File: src/rtl/pk_axil_cmd_master.sv
// pk_axil_cmd_master
// AXI4-lite master that loads one command (key, plaintext, ciphertext) into the
// Pass_keeper register slave. It then pulses the start bit and reads back the
// four-word result block. One transaction is outstanding at a time. Every AXI
// valid/ready output is a register, so no valid depends combinationally on a
// ready.
module pk_axil_cmd_master #(
    parameter int unsigned ADDR_WIDTH  = 32,
    parameter logic [31:0] RESULT_BASE = 32'h34,
    parameter logic [31:0] START_ADDR  = 32'h00,
    parameter logic [31:0] KEY_BASE    = 32'h04,
    parameter logic [31:0] CTEXT_BASE  = 32'h14,
    parameter logic [31:0] PTEXT_BASE  = 32'h24
) (
    input  logic                  m00_axi_aclk,
    input  logic                  m00_axi_aresetn,
    input  logic                  cmd_valid,
    output logic                  cmd_ready,
    input  logic [127:0]          cmd_key,
    input  logic [127:0]          cmd_ptext,
    input  logic [127:0]          cmd_ctext,
    output logic                  rsp_valid,
    input  logic                  rsp_ready,
    output logic [127:0]          rsp_data,
    output logic                  rsp_err,
    output logic [ADDR_WIDTH-1:0] m00_axi_awaddr,
    output logic [2:0]            m00_axi_awprot,
    output logic                  m00_axi_awvalid,
    input  logic                  m00_axi_awready,
    output logic [31:0]           m00_axi_wdata,
    output logic [3:0]            m00_axi_wstrb,
    output logic                  m00_axi_wvalid,
    input  logic                  m00_axi_wready,
    input  logic [1:0]            m00_axi_bresp,
    input  logic                  m00_axi_bvalid,
    output logic                  m00_axi_bready,
    output logic [ADDR_WIDTH-1:0] m00_axi_araddr,
    output logic [2:0]            m00_axi_arprot,
    output logic                  m00_axi_arvalid,
    input  logic                  m00_axi_arready,
    input  logic [31:0]           m00_axi_rdata,
    input  logic [1:0]            m00_axi_rresp,
    input  logic                  m00_axi_rvalid,
    output logic                  m00_axi_rready
);

    typedef enum logic [2:0] {
        IDLE,
        WR_ADDR,
        WR_RESP,
        RD_ADDR,
        RD_DATA,
        RESP
    } state_t;

    localparam logic [3:0] LAST_WRITE = 4'd14;

    state_t        state;
    logic [127:0]  key_q;
    logic [127:0]  ptext_q;
    logic [127:0]  ctext_q;
    logic [3:0]    wr_idx;
    logic [1:0]    rd_idx;
    logic          aw_done;
    logic          w_done;
    logic          err;
    logic          aw_fire;
    logic          w_fire;

    // Word 0 of a 128-bit block is its most significant 32 bits.
    function automatic logic [31:0] block_word(input logic [127:0] blk, input logic [1:0] w);
        block_word = blk[{~w, 5'd0} +: 32];
    endfunction

    // Write index -> slave register address. Indices 1..12 walk three 4-word
    // groups, so (idx - 1) mod 4 is the word offset within each group.
    function automatic logic [31:0] beat_addr(input logic [3:0] idx);
        logic [31:0] off;
        off = {28'd0, idx[1:0] - 2'd1, 2'b00};
        if (idx >= 4'd1 && idx <= 4'd4)
            beat_addr = KEY_BASE + off;
        else if (idx >= 4'd5 && idx <= 4'd8)
            beat_addr = PTEXT_BASE + off;
        else if (idx >= 4'd9 && idx <= 4'd12)
            beat_addr = CTEXT_BASE + off;
        else
            beat_addr = START_ADDR;
    endfunction

    // Write index -> data. Index 13 raises start; indices 0 and 14 clear it.
    function automatic logic [31:0] beat_data(input logic [3:0] idx, input logic [127:0] key,
                                              input logic [127:0] pt, input logic [127:0] ct);
        logic [1:0] w;
        w = idx[1:0] - 2'd1;
        if (idx >= 4'd1 && idx <= 4'd4)
            beat_data = block_word(key, w);
        else if (idx >= 4'd5 && idx <= 4'd8)
            beat_data = block_word(pt, w);
        else if (idx >= 4'd9 && idx <= 4'd12)
            beat_data = block_word(ct, w);
        else if (idx == 4'd13)
            beat_data = 32'd1;
        else
            beat_data = 32'd0;
    endfunction

    assign m00_axi_awprot = 3'b000;
    assign m00_axi_arprot = 3'b000;
    assign m00_axi_wstrb  = m00_axi_wvalid ? 4'hF : 4'h0;
    assign aw_fire        = m00_axi_awvalid && m00_axi_awready;
    assign w_fire         = m00_axi_wvalid && m00_axi_wready;

    // Command sequencer: write the 15-beat register sequence, read the four
    // result words, then hold the response until the consumer takes it.
    always_ff @(posedge m00_axi_aclk or negedge m00_axi_aresetn) begin
        if (!m00_axi_aresetn) begin
            state           <= IDLE;
            key_q           <= '0;
            ptext_q         <= '0;
            ctext_q         <= '0;
            wr_idx          <= '0;
            rd_idx          <= '0;
            aw_done         <= 1'b0;
            w_done          <= 1'b0;
            err             <= 1'b0;
            cmd_ready       <= 1'b0;
            rsp_valid       <= 1'b0;
            rsp_data        <= '0;
            rsp_err         <= 1'b0;
            m00_axi_awaddr  <= '0;
            m00_axi_awvalid <= 1'b0;
            m00_axi_wdata   <= '0;
            m00_axi_wvalid  <= 1'b0;
            m00_axi_bready  <= 1'b0;
            m00_axi_araddr  <= '0;
            m00_axi_arvalid <= 1'b0;
            m00_axi_rready  <= 1'b0;
        end else begin
            unique case (state)
                IDLE: begin
                    cmd_ready <= 1'b1;
                    if (cmd_valid && cmd_ready) begin
                        key_q           <= cmd_key;
                        ptext_q         <= cmd_ptext;
                        ctext_q         <= cmd_ctext;
                        err             <= 1'b0;
                        cmd_ready       <= 1'b0;
                        wr_idx          <= 4'd0;
                        rd_idx          <= 2'd0;
                        aw_done         <= 1'b0;
                        w_done          <= 1'b0;
                        m00_axi_awaddr  <= ADDR_WIDTH'(beat_addr(4'd0));
                        m00_axi_wdata   <= beat_data(4'd0, cmd_key, cmd_ptext, cmd_ctext);
                        m00_axi_awvalid <= 1'b1;
                        m00_axi_wvalid  <= 1'b1;
                        state           <= WR_ADDR;
                    end
                end
                WR_ADDR: begin
                    // AW and W complete independently; move on once both have.
                    if (aw_fire) begin
                        m00_axi_awvalid <= 1'b0;
                        aw_done         <= 1'b1;
                    end
                    if (w_fire) begin
                        m00_axi_wvalid <= 1'b0;
                        w_done         <= 1'b1;
                    end
                    if ((aw_done || aw_fire) && (w_done || w_fire)) begin
                        aw_done        <= 1'b0;
                        w_done         <= 1'b0;
                        m00_axi_bready <= 1'b1;
                        state          <= WR_RESP;
                    end
                end
                WR_RESP: begin
                    if (m00_axi_bvalid && m00_axi_bready) begin
                        err            <= err | (m00_axi_bresp != 2'b00);
                        m00_axi_bready <= 1'b0;
                        if (wr_idx == LAST_WRITE) begin
                            rd_idx          <= 2'd0;
                            m00_axi_araddr  <= ADDR_WIDTH'(RESULT_BASE);
                            m00_axi_arvalid <= 1'b1;
                            state           <= RD_ADDR;
                        end else begin
                            wr_idx          <= wr_idx + 4'd1;
                            m00_axi_awaddr  <= ADDR_WIDTH'(beat_addr(wr_idx + 4'd1));
                            m00_axi_wdata   <= beat_data(wr_idx + 4'd1, key_q, ptext_q, ctext_q);
                            m00_axi_awvalid <= 1'b1;
                            m00_axi_wvalid  <= 1'b1;
                            state           <= WR_ADDR;
                        end
                    end
                end
                RD_ADDR: begin
                    if (m00_axi_arvalid && m00_axi_arready) begin
                        m00_axi_arvalid <= 1'b0;
                        m00_axi_rready  <= 1'b1;
                        state           <= RD_DATA;
                    end
                end
                RD_DATA: begin
                    if (m00_axi_rvalid && m00_axi_rready) begin
                        rsp_data[{~rd_idx, 5'd0} +: 32] <= m00_axi_rdata;
                        err            <= err | (m00_axi_rresp != 2'b00);
                        m00_axi_rready <= 1'b0;
                        if (rd_idx == 2'd3) begin
                            rsp_err   <= err | (m00_axi_rresp != 2'b00);
                            rsp_valid <= 1'b1;
                            state     <= RESP;
                        end else begin
                            rd_idx          <= rd_idx + 2'd1;
                            m00_axi_araddr  <= ADDR_WIDTH'(RESULT_BASE + {28'd0, rd_idx + 2'd1, 2'b00});
                            m00_axi_arvalid <= 1'b1;
                            state           <= RD_ADDR;
                        end
                    end
                end
                RESP: begin
                    if (rsp_ready) begin
                        rsp_valid <= 1'b0;
                        cmd_ready <= 1'b1;
                        state     <= IDLE;
                    end
                end
                default: state <= IDLE;
            endcase
        end
    end

endmodule

File: config.mk
export PLATFORM = sky130hd
export DESIGN_NAME = pk_axil_cmd_master
export DESIGN_NICKNAME = d
export VERILOG_FILES = /design/src/rtl/pk_axil_cmd_master.sv
export SDC_FILE = /design/constraint.sdc
export NUM_CORES = 1
export LEC_CHECK = 0
export ABC_AREA = 1
export CORE_MARGIN = 8
export CORE_UTILIZATION = 33
export CTS_CLUSTER_SIZE = 12
export DETAILED_ROUTE_END_ITERATION = 10
export SLEW_MARGIN = 15
export SYNTH_ARGS = -nofsm -noshare
export SYNTH_HDL_FRONTEND = slang
export SYNTH_SLANG_ARGS = --single-unit
File: constraint.sdc
create_clock -name m00_axi_aclk -period 2.14 [get_ports m00_axi_aclk]
set_input_delay 0.321 -clock m00_axi_aclk [delete_from_list [all_inputs] [get_ports m00_axi_aclk]]
set_output_delay 0.321 -clock m00_axi_aclk [all_outputs]
set_load 0.005 [all_outputs]
==> Yosys cells after proc, flatten, opt, wreduce, memory -nomap -nowiden <==
Cells that the tools add are included.
Widths: inputs -> output; s select.
{ "totals": {"register_bits": 628, "input_bits": 429, "out_inout_bits": 242, "word_cells": 184} }
{ "op_classes": {"add_sub_neg": 8, "n_lt_le_gt_ge": 6, "eq_ne": 22, "shifts": 5, "n_mux": 76, "bitwise": 4, "reduce_logical": 42} }
{ "ops": {"columns": ["cell", "n"], "rows": [
  ["$mux 32", 12],
  ["$shiftx 128x8->32", 3],
  ["$pmux 32 s2", 3],
  ["$bwmux 128", 1],
  ["$shift 32x9->128 const A", 1],
  ["$shiftx 32x9->128", 1],
  ["$mux 1", 27],
  ["$ne 2x2->1 const B", 12],
  ["$mux 3", 7],
  ["$pmux 3 s6", 1],
  ["$reduce_and 6->1", 3],
  ["$reduce_bool 2->1", 9],
  ["$mux 4", 4],
  ["$reduce_and 3->1", 5],
  ["$reduce_and 5->1", 3],
  ["$add 6x4->7 const A", 2],
  ["$mux 7", 2],
  ["$mux 2", 6],
  ["$pmux 1 s2", 6],
  ["$pmux 1 s3", 4],
  ["$reduce_and 4->1", 3],
  ["$logic_and 1x1->1", 10],
  ["$neg 7->9", 1],
  ["$reduce_bool 3->1", 3],
  ["24 further kinds", 34]
]} }

==> Longest topological paths before layout <==
{ "logic_depth": {"word_depth": 10, "depth_mapped": 15, "mapped_depth_nobuf": 12} }

==> Worst setup path after synthesis <==
No wires, ideal clock.
{ "synth_path": {"path_kind": "register to register", "from": "register wr_idx[0]", "to": "register m00_axi_wdata[25]", "setup_ns": 0.065, "arrival_time_ns": 2.202, "required_ns": 2.075, "slack_ns": -0.127, "path_stages_with_launch": 16, "n_path_buf": 4, "synth_period_minus_slack_ns": 2.267, "path_cell_list": "dfrtp_1 > inv_1 > clkbuf_1 > ha_1 > buf_4 > inv_2 > nand2_1 > buf_2 > nand2_1 > buf_4 > nor2_1 > nor2_1 > nand3_1 > nand3_1 > nand2_1 > nand2_1"} }
{ "synth_via": {"elab_chain_len": 10, "word_cells_on_any_way": 24, "classes_between": "add/sub: 2; order compare: 6; eq/ne: 2; shift: 3; mux: 6; bitwise: 1; reduce/logical: 4"} }
{ "synth_rtl": {"columns": ["element", "line_no", "rtl"], "rows": [
  ["from (decl)", "62", "logic [3:0] wr_idx;"],
  ["from (signal assigned)", "186", "wr_idx <= wr_idx + 4'd1;"],
  ["$add 4x1->4", "188", "m00_axi_wdata <= beat_data(wr_idx + 4'd1, key_q, ptext_q, ctext_q);"],
  ["$sub 2x1->2", "94", "w = idx[1:0] - 2'd1;"],
  ["$not 2->2", "72", "block_word = blk[{~w, 5'd0} +: 32];"],
  ["$shiftx 128x8->32", "72", null],
  ["$mux 32", "99", "else if (idx >= 4'd9 && idx <= 4'd12)"],
  ["$mux 32", "97", "else if (idx >= 4'd5 && idx <= 4'd8)"],
  ["$mux 32", "95", "if (idx >= 4'd1 && idx <= 4'd4)"],
  ["$mux 32", "180", "if (wr_idx == LAST_WRITE) begin"],
  ["$mux 32", "177", "if (m00_axi_bvalid && m00_axi_bready) begin"],
  ["$pmux 32 s2", "139", "unique case (state)"],
  ["to (signal assigned)", "153", "m00_axi_wdata <= beat_data(4'd0, cmd_key, cmd_ptext, cmd_ctext);"],
  ["to (signal assigned)", "188", null],
  ["to (decl)", "30", "output logic [31:0] m00_axi_wdata,"]
]} }
Parallel ways exist; a longest one is shown, timed or not. The select of a mux whose other input is x is not followed.
A chain may end at the register's enable or synchronous reset.

==> Worst setup path in the final report <==
{ "layout_path": {"from": "register wr_idx[0]", "to": "register m00_axi_wdata[21]"} }
Same word-level chain as after synthesis.

==> results.toml <==
[outcome]
status = "finished, final reports clean"

[logic_synthesis]
synth_area_um2 = 26890
yosys-top-cells-area = "sky130_fd_sc_hd__dfrtp_1 53%, sky130_fd_sc_hd__nand2_1 10%, sky130_fd_sc_hd__mux2_1 8.5%, sky130_fd_sc_hd__o21ai_0 5.5%, sky130_fd_sc_hd__nand3_1 4.2%"
post_synth_and_or_nand_nor_area_fraction_pct = 18.19
synth_top_cell_area_share_pct = 53.22
synth-adder-area-share_pct = 0.4187
post_synth_inst_count = 2947
synth-seq-cells = 572
xor_xnor_fraction_of_synth_area_pct = 0
seq_area_frac_synth_pct = 53.22
synthMuxAreaShare_pct = 10.72
synth.largest_area_cell = "sky130_fd_sc_hd__dfrtp_1"
synth_compound_area_share_pct = 8.760
synth_top_family_by_area = "simple AND/OR/NAND/NOR gates"
synth_area_per_cell_um2 = 9.126
synth.lib_cells_used.distinct = 31
yosysWarnings = 0

[floorplan]
core-area_um2 = 80680
rows = 104
initial_core_util_pct = 33.34
floorplan.die.width_um = 301.5
number_of_ports_placed_on_the_die_boundary = 671
design.die.area_um2 = 90890
die_y_extent_um = 301.5

[drt]
routed-via-count = 23326
detail_route.vias_per_cell = 4.923
drt.antenna.violating_nets = 0
drtIter0Drc = 1662
drt-total-wl_mm = 107.3
avgRoutedWirePerCell_um = 22.64
drc = 0
drt_pass1_iterations = 5

[global_routing]
global_route_wire_length_before_repair_mm = 154.5
grt_max_degree = 93
grt_remaining_overflow = 0
first_global_vias = 23484
antenna_violations_before_repair = 16
globalRouteTotalUtil_pct = 22.54

[critical_path]
timing.critical_path.slowest_stage_cell = "sky130_fd_sc_hd__dfrtp_4"
crit_fanout = 6
critPathLaunch = "wr_idx[0]"
timing.rr.start = "wr_idx[0]"
crit_arrival_ps = 2630
rr_worst_depth = 14
start_kind = "flop"
crit_required_ps = 2640
timing.critical_path.to_type = "flop"
worstSetupPathType = "flop to flop"
crit_chain = "inv_8 > ha_4 > nand2_8 > inv_8 > nor2_4 > buf_12 > buf_12 > clkbuf_16 > nand2_1 > nand3_1 > nand3_1 > nand3_2 > nand2_1 > nand2_1"
slowest_delay_ps = 460
reg2reg_slack_ps = 4
critical_path.most_common_cell = "sky130_fd_sc_hd__nand2_1"
r2r-end = "m00_axi_wdata[21]"
critPathCapture = "m00_axi_wdata[21]"

[timing]
timing_worst_slew_pin_value_ps = 535.3
final.period_utilization_pct = 99.80
fin_skew_ps = 32.29
finalHoldViolations = 0
maxSlewViolCount = 0
max_slew_headroom_pct = 63.94
setup_violating_endpoint_count_in_the_final_report = 0
setup_repair_after_global_routing_missed_its_margin = "yes"
finalWorstPathRequiredPeriod_ps = 2136
fmaxAchievable_mhz = 468.2
fin_hold_ws_ps = 245.2

[finish]
layout_cells_sized_above_1_pct = 13.08
final_net_count = 4059
layout.filler_cells = 7669
finish.cell_count_without_fillers = 4738
final_cell_mix = "718 x sky130_fd_sc_hd__nand2_1, 607 x sky130_fd_sc_hd__clkdlybuf4s50_1, 571 x sky130_fd_sc_hd__dfrtp_1"
final_common_cell = "sky130_fd_sc_hd__nand2_1"
final_core_util_pct = 47.29
syn2layout_area_growth_pct = 41.87

[power]
power-per-cell-area_nw_per_um2 = 1214
power.internal_mw = 30.05
worst_ir_drop_vdd_v = 0.0006263
pwr-share-comb_pct = 36.8
switching_share_of_total_power_pct = 35.15
power.leakage_nw = 17.42
seqPwrFrac_pct = 37.9
p_sw_mw = 16.29
power.share.clock_pct = 25.3

[cts]
cts_max_path_buffers = 3
cts_tree = "built"
tritoncts_num_sinks = 572
cts_max_level = 3
clk_pin_slew_ps = 70
cts_root_buf = "sky130_fd_sc_hd__clkbuf_16"
clk_lat_worst_skew_ps = 620
cts_buffers = 68

[flow_run]
max_cap_viol_count = 0

[place]
portBuffers = 609
place_inst = 4588
hpwl_detailed_mm = 80.96
routabilityCongestion = 0.9027

[min_path]
hold_path.class = "input port to async pin"
state kept, by name, summed over array words and instances (netlist names), 2 cells and up:
| register | flops |
|---|---|
| rsp_data | 128 |
| m00_axi_awaddr | 4 |
| m00_axi_araddr | 4 |
| key_q | 128 |
| wr_idx | 4 |
| rd_idx | 2 |
| ctext_q | 128 |
| ptext_q | 128 |
| state | 3 |
| m00_axi_wdata | 32 |
how the worst min path moves through the flow:
stage / from / end / slack (ps) / cells past startpoint
after floorplan: m00_axi_aresetn / aw_done / 30 / 0
after global placement: m00_axi_aresetn / key_q[51] / 270 / 1
after detailed placement: m00_axi_aresetn / key_q[51] / 270 / 1
after CTS: cmd_ctext[47] / ctext_q[47] / 210 / 3
after global routing: m00_axi_aresetn / key_q[73] / 250 / 2
final: m00_axi_aresetn / m00_axi_wdata[10] / 250 / 2
critical path: cells and delay by family (launching register included):
family	cells	cell delay, ps
simple gates	8	630
buf+inv	5	560
flops	1	460
fa+ha+maj	1	360
final cells by class:
cell class	count	area, um2	area share [%]
Sequential cell	572	14320	37.53
Multi-Input combinational cell	1982	10970	28.76
Timing Repair Buffer	796	8506	22.29
Clock buffer	96	1988	5.211
Tap cell	1060	1326	3.476
Inverter	201	769.5	2.017
Clock inverter	24	255.2	0.6690
Antenna cell	7	17.52	0.04591
through the flow:
step                TNS, ps  worst slack (ps)  cell area (um2)  total power, mW
CTS                  -8.041            -8.041            37450            45.73
detailed placement    -1641            -208.3            34970            33.46
global route         -569.9            -73.87            38150            49.06
finish                    0             4.350            38150            46.33
floorplan                 0             3.658            27120            25.08
global placement      -1210            -195.1            34970            33.21
synth_stat cells (all sizes together):
cell type,number
a21boi,1
a21oi,115
a22oi,5
buf,189
clkbuf,63
conb,1
dfrtp,572
ha,9
inv,201
mux2,256
nand2,739
nand3,228
nand3b,1
nand4,7
nor2,214
nor3,2
o211ai,1
o21a,3
o21ai,337
o22ai,3
logic make-up (layout without fill, tap and decap cells):
kind of cell | after synthesis | count (layout)
multiplexers | 256 | 256
buffers and inverters | 453 | 1117
flip-flops | 572 | 572
AND/OR/NAND/NOR | 1191 | 1191
AO/OA/AOI/OAI | 465 | 465
other | 1 | 68
adder cells (fa/ha/maj) | 9 | 9
routing by layer:
layer	vias up	track usage (%)	routed length [um]
met5	-	0	65
met4	10	7.539	3509
met3	175	6.574	9067
met2	924	38.28	52440
met1	11375	27.32	42180
li1	10842	-	-
what timing repair did:
item / 4_1_cts / 5_1_grt
pin swaps: 6 / 36
hold buffers: 1 / 0
resized for setup: 44 / 106
setup buffers: 2 / 9
gates cloned: 2 / 11
setup endpoints to repair: 26 / 38
endpoints found under the hold margin: 52 / 0
power by group through the flow:
stage / Clock, mW / Sequential [mW] / Combinational (mW)
2_1_floorplan: 0 / 16.7 / 8.37
3_3_place_gp: 0 / 17.6 / 15.6
3_5_place_dp: 0 / 17.7 / 15.8
4_1_cts: 12.0 / 17.5 / 16.2
5_1_grt: 12.4 / 18.0 / 18.6
6_report: 11.7 / 17.6 / 17.0
Power figures use the tool's default switching activity.
